--- src/rtl/snake_tile_map_builder.sv ---
// Per-frame builder of a double-buffered snake tile-occupancy map; the front buffer serves one lookup per pixel.
// Optional head-on-body collision flag is built when SNAKE_SELF_COLLIDE_EN is defined.
module snake_tile_map_builder #(
  parameter int unsigned GRID_W    = 10,
  parameter int unsigned GRID_H    = 10,
  parameter int unsigned MAX_SEG   = 100,
  parameter int unsigned SEG_IDX_W = 7
) (
  input  logic                 clk,
  input  logic                 reset,
  input  logic                 frame_start,
  output logic                 seg_req,
  output logic [SEG_IDX_W-1:0] seg_idx,
  input  logic                 seg_ack,
  input  logic [31:0]          seg_x,
  input  logic [31:0]          seg_y,
  input  logic [31:0]          food_x,
  input  logic [31:0]          food_y,
  input  logic [7:0]           tile_x,
  input  logic [7:0]           tile_y,
  output logic [1:0]           tile_state,
  output logic                 build_busy,
  output logic                 overrun,
  output logic                 bad_coord,
  output logic                 collide
);
  localparam int unsigned CELLS  = GRID_W * GRID_H;
  localparam int unsigned CELL_W = $clog2(CELLS);

  localparam logic [2:0] S_IDLE  = 3'd0;
  localparam logic [2:0] S_CLEAR = 3'd1;
  localparam logic [2:0] S_REQ   = 3'd2;
  localparam logic [2:0] S_WAIT  = 3'd3;
  localparam logic [2:0] S_FOOD  = 3'd4;
  localparam logic [2:0] S_DONE  = 3'd5;

  localparam logic [1:0] T_EMPTY = 2'd0;
  localparam logic [1:0] T_BODY  = 2'd1;
  localparam logic [1:0] T_HEAD  = 2'd2;
  localparam logic [1:0] T_FOOD  = 2'd3;

  function automatic logic in_grid(input logic [31:0] x, input logic [31:0] y);
    return (x < 32'(GRID_W)) && (y < 32'(GRID_H));
  endfunction

  function automatic logic [CELL_W-1:0] cell_of(input logic [31:0] x, input logic [31:0] y);
    return CELL_W'(y * 32'(GRID_W) + x);
  endfunction

  logic [2:0]        state, state_nx;
  logic              front_sel, back_sel;
  logic [1:0]        map_q [2][CELLS];
  logic [31:0]       food_x_q, food_y_q;
  logic              seg_term, seg_in, seg_done, seg_write, food_in, look_in;
  logic              in_build, busy_nx;
  logic [CELL_W-1:0] seg_cell, food_cell, look_cell;
  logic [1:0]        seg_cur, food_cur;

  assign back_sel  = ~front_sel;
  assign seg_term  = (seg_x == '1) || (seg_y == '1);
  assign seg_in    = in_grid(seg_x, seg_y);
  assign seg_done  = seg_term || (seg_idx == SEG_IDX_W'(MAX_SEG - 1));
  assign seg_write = (state == S_WAIT) && seg_ack && !seg_term && seg_in;
  assign seg_cell  = cell_of(seg_x, seg_y);
  assign seg_cur   = map_q[back_sel][seg_cell];
  assign food_in   = in_grid(food_x_q, food_y_q);
  assign food_cell = cell_of(food_x_q, food_y_q);
  assign food_cur  = map_q[back_sel][food_cell];
  assign look_in   = in_grid(32'(tile_x), 32'(tile_y));
  assign look_cell = cell_of(32'(tile_x), 32'(tile_y));
  assign in_build  = (state == S_CLEAR) || (state == S_REQ) || (state == S_WAIT) || (state == S_FOOD);
  assign busy_nx   = (state_nx == S_CLEAR) || (state_nx == S_REQ) ||
                     (state_nx == S_WAIT) || (state_nx == S_FOOD);

  // State register
  always_ff @(posedge clk) begin
    if (!reset) state <= S_IDLE;
    else        state <= state_nx;
  end

  // Next-state logic
  always_comb begin
    state_nx = state;
    case (state)
      S_IDLE, S_DONE: if (frame_start) state_nx = S_CLEAR;
      S_CLEAR:        state_nx = S_REQ;
      S_REQ:          state_nx = S_WAIT;
      S_WAIT:         if (seg_ack) state_nx = seg_done ? S_FOOD : S_REQ;
      S_FOOD:         state_nx = S_DONE;
      default:        state_nx = S_IDLE;
    endcase
  end

  // Map buffers, segment port, lookup and sticky flags
  always_ff @(posedge clk) begin
    if (!reset) begin
      front_sel  <= 1'b0;
      seg_req    <= 1'b0;
      seg_idx    <= '0;
      tile_state <= T_EMPTY;
      build_busy <= 1'b0;
      overrun    <= 1'b0;
      bad_coord  <= 1'b0;
      food_x_q   <= '0;
      food_y_q   <= '0;
      for (int b = 0; b < 2; b++)
        for (int i = 0; i < int'(CELLS); i++) map_q[b][i] <= T_EMPTY;
    end else begin
      tile_state <= look_in ? map_q[front_sel][look_cell] : T_EMPTY;
      build_busy <= busy_nx;
      if (frame_start && in_build) overrun <= 1'b1;
      case (state)
        S_IDLE, S_DONE: begin
          if (frame_start) begin
            food_x_q <= food_x;
            food_y_q <= food_y;
            if (state == S_DONE) front_sel <= ~front_sel;
          end
        end
        S_CLEAR: begin
          for (int i = 0; i < int'(CELLS); i++) map_q[back_sel][i] <= T_EMPTY;
          seg_idx <= '0;
        end
        S_REQ: seg_req <= 1'b1;
        S_WAIT: begin
          if (seg_ack) begin
            seg_req <= 1'b0;
            if (!seg_term && !seg_in) bad_coord <= 1'b1;
            // Head is always first after the clear; later body writes must not hide it
            if (seg_write) begin
              if (seg_idx == '0)          map_q[back_sel][seg_cell] <= T_HEAD;
              else if (seg_cur != T_HEAD) map_q[back_sel][seg_cell] <= T_BODY;
            end
            if (!seg_done) seg_idx <= seg_idx + SEG_IDX_W'(1);
          end
        end
        S_FOOD: begin
          if (!food_in)                  bad_coord <= 1'b1;
          else if (food_cur == T_EMPTY)  map_q[back_sel][food_cell] <= T_FOOD;
        end
        default: ;
      endcase
    end
  end

`ifdef SNAKE_SELF_COLLIDE_EN
  logic build_col;

  // Collision accumulates during the build and is published at the swap
  always_ff @(posedge clk) begin
    if (!reset) begin
      build_col <= 1'b0;
      collide   <= 1'b0;
    end else begin
      if (state == S_CLEAR) build_col <= 1'b0;
      else if (seg_write && ((seg_idx == '0) ? (seg_cur == T_BODY) : (seg_cur == T_HEAD)))
        build_col <= 1'b1;
      if ((state == S_DONE) && frame_start) collide <= build_col;
    end
  end
`else
  assign collide = 1'b0;
`endif

endmodule

--- config.mk ---
export PLATFORM = sky130hd
export DESIGN_NAME = snake_tile_map_builder
export DESIGN_NICKNAME = d
export VERILOG_FILES = /design/src/rtl/snake_tile_map_builder.sv
export SDC_FILE = /design/constraint.sdc
export NUM_CORES = 2
export LEC_CHECK = 0
export CAP_MARGIN = 0
export CORE_AREA = 2 2 338 340
export CTS_CLUSTER_SIZE = 40
export DETAILED_ROUTE_END_ITERATION = 8
export DIE_AREA = 0 0 340 342
export GPL_TIMING_DRIVEN = 1
export PLACE_DENSITY_LB_ADDON = 0.12
export SYNTH_ARGS = -nofsm -noshare
export SYNTH_HDL_FRONTEND = slang
export SYNTH_SLANG_ARGS = --single-unit
--- constraint.sdc ---
create_clock -name clk -period 6.28 [get_ports clk]
set_input_delay 1.256 -clock clk [delete_from_list [all_inputs] [get_ports clk]]
set_output_delay 1.256 -clock clk [all_outputs]
set_load 0.005 [all_outputs]
* Word-level counts from Yosys, hierarchy flattened
Memories as Yosys holds them, arrays and structs flattened. A register that Yosys moved wholly into a read port is not among the register bits.
Index checks and enable logic that the tools add are counted.
** Word-level totals
- Output and inout bits :: 14
- RAM bits :: 400
- Logic and storage cells :: 1337
- Bits in registers :: 81
- Memory bits (read-only) :: 0
- Input bits :: 148
- Latch bits :: 0
- Memories :: 1
** Cells by class
- Reductions and logical operators :: 34
- Add/sub/neg operators :: 4
- Shifts and indexed selects :: 0
- Divide/modulo/power cells :: 0
- Equal/unequal tests :: 17
- $lt $le $gt $ge :: 11
- $mul :: 3
- Bitwise gates (word level) :: 604
- Multiplexer cells :: 653
** Memories
- map_q :: words 2, bits a word 200, rd ports 2, clocked after memory_dff 1, wr ports 2, line 52 : logic [1:0] map_q [2][CELLS];
** Operator list (count)
- $mux W200 :: 5
- $mux W1 :: 626
- $or A1 B1 Y1 :: 600
- $reduce_or A200 Y1 :: 1
- $lt A32 B4 Y1 const B :: 4
- $eq A32 B32 Y1 const B :: 2
- $mul A32 B3 Y6 const B :: 2
- $bmux W2 S7 :: 3
- $demux W2 S7 :: 2
- $ge A8 B8 Y1 const B :: 3
- $not A7 Y8 :: 3
- $add A7 B7 Y7 :: 3
- $lt A8 B1 Y1 const B :: 2
- $lt A8 B4 Y1 const B :: 2
- $mux W2 :: 8
- $pmux W3 S5 :: 1
- $mux W7 :: 2
- $pmux W7 S2 :: 1
- $eq A3 B2 Y1 const B :: 4
- $logic_and A1 B1 Y1 :: 10
- $eq A3 B3 Y1 const B :: 3
- $mux W3 :: 3
- $logic_or A1 B1 Y1 :: 8
- $mul A8 B3 Y6 const B :: 1
- 16 further kinds :: 27

* Logic depth before layout (Yosys ltp)
- Word-level depth :: 18
- Mapped depth :: 21

* Worst setup path after synthesis
No wires, ideal clock.
- Path kind :: input to register
- From :: input port seg_y[1]
- To :: memory map_q[0][106] in the netlist's numbering, data pin
- Library setup time :: 267 ps
- Slack :: 732 ps
- Stages on the path :: 19
- Buffers on the path :: 1
- Arrival :: 5281 ps
- Required time :: 6013 ps
- Cell sequence :: ha_1 -> ha_1 -> inv_1 -> fa_1 -> inv_1 -> ha_1 -> a21oi_1 -> o211a_1 -> clkbuf_1 -> xnor2_1 -> o22ai_1 -> nand2_2 -> a2bb2o_1 -> or4_1 -> nor4_1 -> nand3_1 -> nand3b_1 -> nor4_2 -> a21oi_1
** RTL lines
- from (decl) :: line 16 : input logic [31:0] seg_y,
- to (decl) :: line 52

==> results by group <==
Setup path
  – R2R setup slack: -0.14 ns
  – Critical Path RT: 6.69 ns
  – Critical Path End Type: flip-flop
  – Critical path class: flip-flop to flip-flop
  – CP max FO: 12
  – CP Launch Type: flip-flop
  – Worst r2r src: food_y_q[0]
  – CP arrival: 6.83 ns
  – Reg-to-reg endpoint: map_q[0][112]
  – Worst r2r path cells: 16

Cells and area
  – Area Overhead vs Synth: 30.0%
  – Ratio of cells with drive above 1 in the final layout: 25.4%
  – Register area: 0.0137 mm2
  – Filler cells: 11396
  – Fin nets: 4152
  – Footprint of the multi-input gates: 0.0187 mm2

Detailed routing
  – DR WL/cell: 37.8 um
  – DRC errors left: 0
  – Detail Route Antenna Nets: 0
  – Vias: 35052
  – Initial drt markers: 4667
  – Via/cell ratio: 6.31
  – Pre-antenna DRT Iters: 7
  – WL final: 210 mm

Floorplan
  – DIE WIDTH: 340 um
  – Area of the die: 0.116 mm2
  – Ports: 162
  – Cell row count: 124
  – Die extent in y: 342 um
  – Core area: 0.113 mm2
  – Initial Util: 29.6%

Clock network
  – H-tree levels: 2
  – TritonCTS clock tree: yes
  – Maximum clock path buffer count: 3
  – Worst-path clk slew: 0.06 ns
  – CTS Root Cell: clkbuf_16
  – CTS Sinks: 482
  – Clock Latency Late Sink: 0.69 ns
  – Hold buffer count at cts: 0
  – TritonCTS buffer count: 59

Timing
  – # setup viols final: 14
  – Max Fclk: 0.156 GHz
  – Fin worst setup slack: -0.136 ns
  – Tcrit/Tclk final: 102%
  – Slew headroom: 7.83%
  – Setup TNS: -0.638 ns
  – Final hold slack: 0.453 ns
  – Actual slew at the worst max-slew pin: 1.36 ns
  – Slew Viols, Final: 0
  – Final Hold Vio Count: 0
  – Clk_skew: 0.0344 ns
  – RSZ-0062 raised after global routing: no
  – Tmin final: 6.42 ns

Global route
  – Gr usage total: 35.2%
  – Vias in the first global route: 33687
  – Pin count of the biggest net entering global routing: 93
  – First-pass GRT wire length: 283 mm
  – Number of antenna violations at the first check in global routing: 23
  – Final global-route overflow total: 0

Worst hold path
  – Min-delay src: food_x_q[29]
  – Hold Path Stages: 2
  – Hold Path Sink: food_x_q[29]
  – Hold crit path type: flip-flop to flip-flop

Synthesis
  – Post-synth ARST share: 0%
  – Synthesis Warnings: 0
  – Syn_area_per_cell: 9.91 um2
  – Post-Syn Instances: 3385
  – Top FF cell, synth: edfxtp_1
  – Yosys cell types: 109
  – Sequential-to-total area share from yosys stat: 40.7%
  – Post-synth EDFFs: 400
  – Yosys reg bits: 482
  – Syn Nets: 3569
  – Post-Syn Area: 0.0335 mm2

Place
  – Port buffer count: 160
  – Final GP Congestion: 1.13
  – DPL Wire Length: 165 mm

Power and ir drop
  – Leakage: 15.3 nW
  – PD cells: 253 mW/mm2
  – Peak VDD IR: 0.226 mV

Job
  – Max-cap violations: 0

Status
  – Outcome: complete, but fails checks
  – Failing checks: setup timing
sequential cells by signal (all words and copies together), names as in the netlist, named ones only:
signal / cells
map_q: 400
food_y_q: 32
overrun: 1
seg_idx: 7
bad_coord: 1
tile_state: 2
food_x_q: 32
build_busy: 1
front_sel: 1
state: 3
seg_req: 1
cell type report:
class / count / area share [%]
Clock buffer: 78 / 3.71
Antenna cell: 24 / 0.138
Timing Repair Buffer: 822 / 16.6
Tap cell: 1512 / 4.34
Multi-Input combinational cell: 2568 / 42.8
Sequential cell: 482 / 31.3
Clock inverter: 31 / 0.758
Inverter: 35 / 0.310
how the worst max path moves through the flow:
stage | startpoint | to | slack (ns) | cells after the start
finish | food_y_q[0] | map_q[0][112] | -0.14 | 16
global route | seg_y[1] | map_q[0][106] | 0.002 | 22
CTS | seg_x[1] | map_q[0][112] | -0.05 | 22
detailed placement | seg_y[1] | map_q[0][112] | -1.18 | 24
global placement | seg_y[1] | map_q[0][112] | -1.07 | 21
floorplan | seg_y[1] | map_q[0][106] | 0.73 | 19
per-layer routing:
layer / GRT usage [%] / wire length, um
met3: 10.2 / 23100
met4: 23.4 / 16500
met5: 0 / 91
met1: 44.1 / 81100
met2: 52.6 / 89100
through the flow:
stage          area, um2  util [%]  power (mW)  instances  worst slack, ns
3_3_place_gp       41300      36.5        7.38       5416            -1.07
6_report           43600      38.5        11.0       5552           -0.136
2_1_floorplan      33500         -        5.20       3385            0.732
3_5_place_dp       41300      36.5        7.35       5416            -1.18
5_1_grt            43500      38.5        11.3       5529          0.00192
4_1_cts            43300      38.3        10.9       5525          -0.0497
critical path, stage by stage, from the launching register on:
cell and delay, ns:
dfxtp_1 0.36, ha_2 0.22, fa_2 0.73, or2_2 0.43, buf_4 0.17, nor2_2 0.74
o311ai_0 0.28, and3_1 0.35, nand4_1 0.49, o311ai_0 0.41, or3b_2 0.60, nor4_1 0.25
and4_2 0.35, nand3_2 0.17, nor4_4 0.34, buf_4 0.17, a21oi_1 0.07
cells in the mapped netlist, types with 14 or more instances:
cell type | number | area (um2)
a31oi_1 | 35 | 219
inv_1 | 33 | 124
xnor2_1 | 24 | 210
nor4_1 | 59 | 369
buf_6 | 20 | 225
clkbuf_1 | 205 | 769
o21ai_0 | 298 | 1490
nor3_1 | 118 | 591
nand4_1 | 54 | 338
a22oi_1 | 73 | 548
a211oi_1 | 82 | 616
o22ai_1 | 126 | 788
dfxtp_1 | 82 | 1640
nand3_1 | 76 | 380
ha_1 | 30 | 375
a21oi_1 | 144 | 721
edfxtp_1 | 400 | 12000
and2_1 | 195 | 1220
nor2_1 | 212 | 796
o211ai_1 | 20 | 150
a221oi_1 | 43 | 377
nand2_1 | 280 | 1050
mux2_2 | 46 | 518
mux2i_1 | 182 | 1820
buf_2 | 36 | 180
buf_1 | 20 | 75.1
mux4_2 | 120 | 2700
or4_1 | 14 | 105
a21o_1 | 26 | 195
o31ai_1 | 25 | 188
or3_1 | 34 | 213
cells by family (layout without fill, tap and decap cells):
group / Yosys count / count (layout) / synth area share (%)
AND/OR/NAND/NOR: 1128 / 1128 / 17.1
XOR/XNOR: 39 / 39 / 1.25
buffers and inverters: 335 / 966 / 4.74
adder cells (fa/ha/maj): 36 / 36 / 1.48
other: 1 / 25 / 0.0112
multiplexers: 348 / 348 / 15.0
AO/OA/AOI/OAI: 1016 / 1016 / 19.7
flip-flops: 482 / 482 / 40.7
timing repair:
item,4_1_cts,5_1_grt
pin swaps,0,6
setup endpoints to repair,72,320
gates resized for setup,15,42
setup buffers,0,3
layout by cell type, fill, tap and decap left out, types with 24 or more instances in the layout:
master / instances
nand4_1: 54
inv_1: 33
nor4_1: 52
o31ai_1: 24
and2_1: 194
mux2_2: 46
a221oi_1: 42
nor2_1: 210
o21ai_0: 290
dfxtp_1: 80
ha_1: 28
a211oi_1: 82
a22oi_1: 72
a21o_1: 26
diode_2: 24
a31oi_1: 31
nand2_1: 277
buf_12: 53
nand3_1: 74
a21oi_1: 142
mux4_2: 120
clkdlybuf4s50_1: 158
nor3_1: 114
edfxtp_1: 400
o22ai_1: 124
buf_4: 608
or3_1: 34
mux2i_1: 181
clkbuf_16: 61
report_power, final:
| part | switching (mW) | total (mW) | internal (mW) |
|---|---|---|---|
| logic | 2.46 | 3.81 | 1.35 |
| registers | 0.115 | 3.72 | 3.61 |
| clock network | 1.45 | 3.51 | 2.05 |
| total | 4.03 | 11.0 | 7.01 |
(Power assumes the default switching activity.)
